## config.mk

```make
export PLATFORM = sky130hd
export DESIGN_NAME = fpu_issue_ctrl
export DESIGN_NICKNAME = d
export VERILOG_FILES = /design/src/rtl/fpu_issue_ctrl.sv
export SDC_FILE = /design/constraint.sdc
export NUM_CORES = 1
export LEC_CHECK = 0
export ABC_AREA = 1
export CELL_PAD_IN_SITES_DETAIL_PLACEMENT = 1
export CELL_PAD_IN_SITES_GLOBAL_PLACEMENT = 1
export CORE_ASPECT_RATIO = 0.9
export CORE_MARGIN = 1.5
export CORE_UTILIZATION = 31
export DETAILED_ROUTE_END_ITERATION = 8
export GPL_TIMING_DRIVEN = 1
export PLACE_DENSITY_LB_ADDON = 0.12
export SETUP_SLACK_MARGIN = 0.1
export SYNTH_ARGS = -nofsm -noshare
export SYNTH_HDL_FRONTEND = slang
export SYNTH_SLANG_ARGS = --single-unit
```

## constraint.sdc

```tcl
create_clock -name clock -period 6.11 [get_ports clock]
set_input_delay 0.9165 -clock clock [delete_from_list [all_inputs] [get_ports clock]]
set_output_delay 0.9165 -clock clock [all_outputs]
set_load 0.01 [all_outputs]
```

## src/rtl/fpu_issue_ctrl.sv

```systemverilog
`default_nettype none
//============================================================================
// Module   : fpu_issue_ctrl
// Purpose  : EX-stage issue controller in front of the FPU datapath. Registers
//            the selected FP op and its operands, counts the fixed per-op
//            latency while stalling the pipeline, and captures the FPU result
//            for writeback.
// Options  : FPU_STALL_CNT_EN - adds a saturating stall-cycle counter output
//            (stall_count).
// Revision : 1.0 - initial release
//============================================================================
module fpu_issue_ctrl #(
    parameter int WIDTH    = 32,
    parameter int LAT_ADD  = 7,
    parameter int LAT_MUL  = 5,
    parameter int LAT_DIV  = 6,
    parameter int LAT_SQRT = 16,
    parameter int LAT_CVT  = 6,
    parameter int LAT_CMP  = 1
) (
    input  logic             clock,
    input  logic             clear,
    input  logic             fpu_sel,
    input  logic             flush,
    input  logic [3:0]       fpuOp_in,
    input  logic [2:0]       func3_in,
    input  logic             rs1_0_in,
    input  logic [WIDTH-1:0] dataA_in,
    input  logic [WIDTH-1:0] dataB_in,
    input  logic [WIDTH-1:0] fpuResult,
    output logic [3:0]       fpuOp_q,
    output logic [2:0]       func3_q,
    output logic             rs1_0_q,
    output logic [WIDTH-1:0] dataA_q,
    output logic [WIDTH-1:0] dataB_q,
    output logic             fpu_inprogress,
    output logic             result_valid,
    output logic [WIDTH-1:0] result_q
`ifdef FPU_STALL_CNT_EN
    ,
    output logic [31:0]      stall_count
`endif
);

    typedef enum logic [1:0] {
        S_IDLE = 2'd0,
        S_EXEC = 2'd1,
        S_DONE = 2'd2
    } state_t;

    state_t     r_state;
    state_t     w_next;
    logic [4:0] r_cnt;
    logic [4:0] w_lat;
    logic       w_accept;
    logic       w_capture;
    logic       w_abort;
    logic       w_inprog;
    logic       w_valid;

    // Latency lookup for the opcode presented by decode; unknown ops finish at once
    always_comb begin
        w_lat = 5'd0;
        case (fpuOp_in)
            4'b0000, 4'b0001: w_lat = 5'(LAT_ADD);
            4'b0010:          w_lat = 5'(LAT_MUL);
            4'b0011:          w_lat = 5'(LAT_DIV);
            4'b0110:          w_lat = 5'(LAT_SQRT);
            4'b1000, 4'b1001: w_lat = 5'(LAT_CVT);
            4'b0101, 4'b0111: w_lat = 5'(LAT_CMP);
            default:          w_lat = 5'd0;
        endcase
    end

    // State register
    always_ff @(posedge clock or posedge clear) begin
        if (clear) begin
            r_state <= S_IDLE;
        end else begin
            r_state <= w_next;
        end
    end

    // Next-state and control decode
    always_comb begin
        w_next    = r_state;
        w_accept  = 1'b0;
        w_capture = 1'b0;
        w_abort   = 1'b0;
        w_inprog  = 1'b0;
        w_valid   = 1'b0;
        case (r_state)
            S_IDLE: begin
                if (fpu_sel && !flush) begin
                    w_accept = 1'b1;
                    w_inprog = 1'b1;
                    w_next   = S_EXEC;
                end
            end
            S_EXEC: begin
                w_inprog = 1'b1;
                if (flush) begin
                    w_abort = 1'b1;
                    w_next  = S_IDLE;
                end else if (r_cnt == 5'd0) begin
                    w_capture = 1'b1;
                    w_next    = S_DONE;
                end
            end
            S_DONE: begin
                // EX advances this cycle, so fpu_sel is deliberately ignored
                w_valid = 1'b1;
                w_next  = S_IDLE;
            end
            default: begin
                w_next = S_IDLE;
            end
        endcase
    end

    // Stall is gated by clear so every output drops the moment reset is applied
    assign fpu_inprogress = w_inprog & ~clear;
    assign result_valid   = w_valid;

    // Latency counter: loaded at accept, counts down to zero through EXEC
    always_ff @(posedge clock or posedge clear) begin
        if (clear) begin
            r_cnt <= 5'd0;
        end else if (w_accept) begin
            r_cnt <= w_lat;
        end else if (w_abort) begin
            r_cnt <= 5'd0;
        end else if (r_state == S_EXEC && r_cnt != 5'd0) begin
            r_cnt <= r_cnt - 5'd1;
        end
    end

    // Operand/opcode registers held stable for the FPU from accept until next accept
    always_ff @(posedge clock or posedge clear) begin
        if (clear) begin
            fpuOp_q <= 4'd0;
            func3_q <= 3'd0;
            rs1_0_q <= 1'b0;
            dataA_q <= '0;
            dataB_q <= '0;
        end else if (w_accept) begin
            fpuOp_q <= fpuOp_in;
            func3_q <= func3_in;
            rs1_0_q <= rs1_0_in;
            dataA_q <= dataA_in;
            dataB_q <= dataB_in;
        end
    end

    // Result register: captured on the last EXEC cycle, untouched by a flush
    always_ff @(posedge clock or posedge clear) begin
        if (clear) begin
            result_q <= '0;
        end else if (w_capture) begin
            result_q <= fpuResult;
        end
    end

`ifdef FPU_STALL_CNT_EN
    logic [31:0] r_stall_count;

    // Saturating count of cycles spent stalling the pipeline
    always_ff @(posedge clock or posedge clear) begin
        if (clear) begin
            r_stall_count <= 32'd0;
        end else if (fpu_inprogress && r_stall_count != 32'hFFFF_FFFF) begin
            r_stall_count <= r_stall_count + 32'd1;
        end
    end

    assign stall_count = r_stall_count;
`endif

endmodule
`default_nettype wire
```

==> run summary <==
outcome -> complete, no violations
Clock Path Buffers -> 2
vias in the first global route -> 4196
Power Density -> 443 nW/um^2
Finished Layout Cells -> 916
height of the die -> 117 um
CP endpoint -> fpu_inprogress
Slew Limit Fails -> 0
WHS -> 0.472 ns
# resized after CTS -> 0
Pleak -> 3.43 nW
GRT Total Usage -> 0.177
Ant. Diodes -> 0
Yosys warning count -> 0
WL per Instance -> 14.4 um
Worst Reg2Reg Path Length in Cells -> 9
Seq/Total Area, Yosys -> 0.616
Worst Max-Slew Pin Slew -> 0.807 ns
Core ar. -> 14100 um^2
clock-pin transition on the worst setup and hold timing paths -> 0.07 ns
via count -> 4044
maximum VDD drop -> 0.000147 V
startpoint types -> input pin
CP required -> 5.19 ns
worst slack, placed -> 2.70 ns
chip width -> 130 um
First DRT Iteration DRCs -> 186
Tcrit/Tclk final -> 0.544
Yosys reg bits -> 111
final hold violation count -> 0
first-pass GRT wire length -> 21000 um
Final Skew -> 0.00561 ns
Starting Density -> 0.320
drt total wl -> 13200 um
layout cells sized above 1 -> 0.0622
H-tree Lvls -> 3
final setup fails -> 0
Die ar. -> 15300 um^2
maxcap violations -> 0
Post-CTS Setup Bufs -> 0
Pre-antenna DRT Iters -> 4
vias per cell -> 4.41
most frequent cells in the layout -> nand2_1, clkdlybuf4s50_1, dfrtp_1
syn nets -> 622
CTS tree -> done
Layout Nets -> 827
Area Overhead vs Synth -> 58.5%
crit path DAT -> 2.41 ns
Placed Cells incl. Taps -> 900
Crit Path Category -> in2out
clock latency on the worst-skew pair -> 0.35 ns
TritonCTS Buffers -> 9
post-route ant nets -> 0
post-route minimum period -> 3.33 ns
Distinct cells, synth -> 19
commonest non-fill, non-tap cell in the layout -> nand2_1
Setup TNS Final -> 0 ns
Final Wtd Congestion -> 0.722
worst hold path type -> reg2reg
setup ws final -> 2.78 ns
CP Capture Type -> output port
Netlist Area Pre-Place -> 4510 um^2
GRT overflow -> 0
largest net degree at the start of global routing -> 79
CTS Hold Bufs -> 0
reg-to-reg slack, setup -> 3.87 ns
Syn Area/Cell -> 8.79 um^2
RSZ-0062 raised after global routing -> false
worst setup path startpoint -> flush
post-layout util -> 0.507
clock sink count -> 111
Mapped Cells -> 513
CP Max Fanout -> 4
end of the worst register-to-register path -> r_cnt[0]
CTS Root Cell -> clkbuf_16
drt drc -> 0
Relative slew margins -> 0.462
num rows -> 41
R2R Path Start -> r_state[1]
I/O Buffers -> 213
total I/O pin count -> 214
f_max -> 0.301 GHz
initial antenna violation count -> 0
hpwl dp -> 9490 um
## logic make-up after synthesis
family,after synthesis,share of synthesized area
flip-flops,111,0.616
adder cells (fa/ha/maj),1,0.00277
buffers and inverters,68,0.0693
AND/OR/NAND/NOR,296,0.255
AO/OA/AOI/OAI,37,0.0569
## per-stage QoR
step,total power [W],area [um^2]
after CTS,0.00322,7150
after global routing,0.00337,7150
final,0.00317,7150
after detailed placement,0.00250,6790
after floorplan,0.00173,4510
after global placement,0.00245,6790
## worst min path at each step
stage / startpoint / endpoint / cells after the start
floorplan: r_cnt[0] / r_cnt[0] / 2
global placement: dataA_q[25] / dataA_q[25] / 2
detailed placement: dataB_q[29] / dataB_q[29] / 2
CTS: dataB_q[29] / dataB_q[29] / 2
global route: dataA_q[20] / dataA_q[20] / 2
finish: dataB_q[29] / dataB_q[29] / 2
## cell type report
| type | instances | area [um^2] |
|---|---|---|
| Inverter | 45 | 171 |
| Tap cell | 193 | 241 |
| Clock inverter | 5 | 104 |
| Fill cell | 1603 | 6960 |
| Sequential cell | 111 | 2780 |
| Timing Repair Buffer | 217 | 2160 |
| Multi-Input combinational cell | 334 | 1440 |
| Clock buffer | 11 | 253 |
## where the power goes
group          internal (W)  switching, W  leakage [nW]
Combinational      0.000699      0.000584          1.89
Sequential          0.00102      0.000164          1.36
Clock              0.000423      0.000272         0.176
Total               0.00215       0.00102          3.43
## layer usage
layer | part of all wire | global-route usage
met1 | 0.42 | 0.209
met2 | 0.49 | 0.297
met3 | 0.076 | 0.0602
met4 | 0.022 | 0.0653
met5 | 0 | 0
## flip-flops by register name, summed over array words and instances, names as in the netlist
name      cells
dataA_q      32
fpuOp_q       4
r_state       2
dataB_q      32
result_q     32
func3_q       3
r_cnt         5
rs1_0_q       1
## cell usage after synthesis (all sizes together)
cell type,number,area (um^2)
inv,45,169
nand2,268,1010
ha,1,12.5
nand3b,2,15.0
nand3,9,50.1
o21ai,35,246
nor3,1,10.0
nand4,3,18.8
clkbuf,6,22.5
dfrtp,111,2780
nor2,13,51.3
a21oi,2,10.0
buf,17,121
## critical path: stages
cell             delay [ns]
clkdlybuf4s50_1        0.49
inv_1                  0.15
nand3_2                0.11
a21oi_1                0.18
clkdlybuf4s50_1        0.56
Note: power is estimated with default switching activity, not from simulation.
==> variant (same settings) <==
`WIDTH`: 32 -> 24.
--- a/src/rtl/fpu_issue_ctrl.sv
+++ b/src/rtl/fpu_issue_ctrl.sv
@@ -11,5 +11,5 @@
 //============================================================================
 module fpu_issue_ctrl #(
-    parameter int WIDTH    = 32,
+    parameter int WIDTH    = 24,
     parameter int LAT_ADD  = 7,
     parameter int LAT_MUL  = 5,
Interface: changed (6 resized); port bits go from 214 to 166. No check against the original RTL was run, so the function may have changed too.
==> variant against the original RTL <==
Design area decreased by 20%. Power decreased by 21%. Sequential power decreased by 24%. Area after synthesis decreased by 20%. Wire length decreased by 20%. Sequential share of layout area decreased by 0.63 points. Worst setup slack improved by 0.13 ns. Sequential cell count decreased by 24. Hold slack improved by 0.0044 ns. Utilization decreased by 0.45 points. Via count decreased by 19%. Maximum frequency increased by 4.2%.
==> variant: results (changes against the original RTL) <==
clock network fraction of total power=25.0% (+3.0 points); largest net degree at the start of global routing=67 (-15%); DRT iter0 DRCs=156 (-16%); Cell Count Post-Placement=728 (-19%); Met2 Routed Length=5210 µm (-19%); P_sw=803 µW (-21%); crit path max fanout=2 (-2); comb pwr=959 µW (-25%); Mapped Cells=423 (-18%); post-synthesis net count=508 (-18%); hpwl dp=7460 µm (-21%); Area growth, synth to finish=58.8%; vias in the first global route=3522 (-16%); routed wire length per instance=14.2 µm (-1.8%); Synth top cells by count=nand2_1, dfrtp_1, o21ai_0; ClkCell Share=5.93% (+0.94 points); nets=668 (-19%); routed wl met3=761 µm (-24%); Clk Latency, worst-skew pair=0.33 ns (-0.02 ns); post-detailed-route via-to-cell ratio=4.43 (+0.25%); M1 GR Usage=22.2% (+1.4 points); first-pass GRT wire length=17300 µm (-18%); non-clock inverter count=16 (-64%); FF+latch count=87 (-22%); Sw Share=32.3% (+0.066 points); met2 Use GR=30.1% (+0.41 points); pre-CTS WS=2.90 ns (+0.203 ns); Final Wtd Congestion=0.740 (+2.5%); Synth Area in Compound Gates=4.05% (-1.6 points); Global Route met3 Usage=6.21% (+0.18 points); Synth area leaders=dfrtp_1, nand2_1, o21ai_0; TritonRoute pass-1 iters=4 (unchanged); status=completed; skew final=0.0105 ns (+0.00490 ns); CTS Buf Count=9 (unchanged); # fillers=1329 (-17%); Signal buf overhead=29.4% (-0.85 points); gr usage total=18.2% (+0.48 points); Top Registers=dataA_q (24), dataB_q (24), result_q (24); wire length on met1=4430 µm (-20%); Leak=2.79 nW (-18%); Async SR Flop Fraction=100% (unchanged); Non-Clock Buffer Count=168 (-23%); VDD IR max=173 µV (+18%); Die Wd=116 µm (-11%); post-synth cell types=17 (-2); area occupied by multi-input gates=0.00125 mm² (-13%); post-synthesis sequential area ratio=60.7% (-0.89 points); clk_buf instances=10 (-1); multi-input gates=301 (-9.9%); IO Port Bufs=165 (-23%); DP Area=0.00536 mm² (-21%); worst slew pin tran=0.858 ns (+0.0508 ns); Seq/total area=38.2% (-0.63 points); Synth Area in XOR/XNOR=0% (unchanged); routed wire length=10500 µm (-20%); Synth Area in Adders=0.349% (+0.071 points); worst path arrival time=2.28 ns (-0.13 ns); share of cells above drive strength 1=4.76% (-1.5 points)
## variant: cell types whose count changed after synthesis, sizes merged
cell	before	now
dfrtp	111	87
nand3	9	13
o21ai	35	27
buf	17	13
nor2	13	11
nand2	268	246
nand3b	2	0
nor3	1	0
nand4	3	1
inv	45	16
## variant: worst paths after layout
kind / depth (start not counted) / endpoint / start / slack [ns]
max: 6 / fpu_inprogress / fpu_sel / 2.92
min: 2 / dataB_q[6]$_DFFE_PP0N_ / dataB_q[6]$_DFFE_PP0N_ / 0.48
max reg2reg: 8 / r_cnt[1]$_DFFE_PP0P_ / r_state[1]$_DFFE_PP0P_ / 4.25
min reg2reg: 2 / dataB_q[6]$_DFFE_PP0N_ / dataB_q[6]$_DFFE_PP0N_ / 0.48
max in group asynchronous: 3 / r_state[1]$_DFFE_PP0P_ / clear / 4.02
min in group asynchronous: 2 / dataB_q[4]$_DFFE_PP0N_ / clear / 0.91
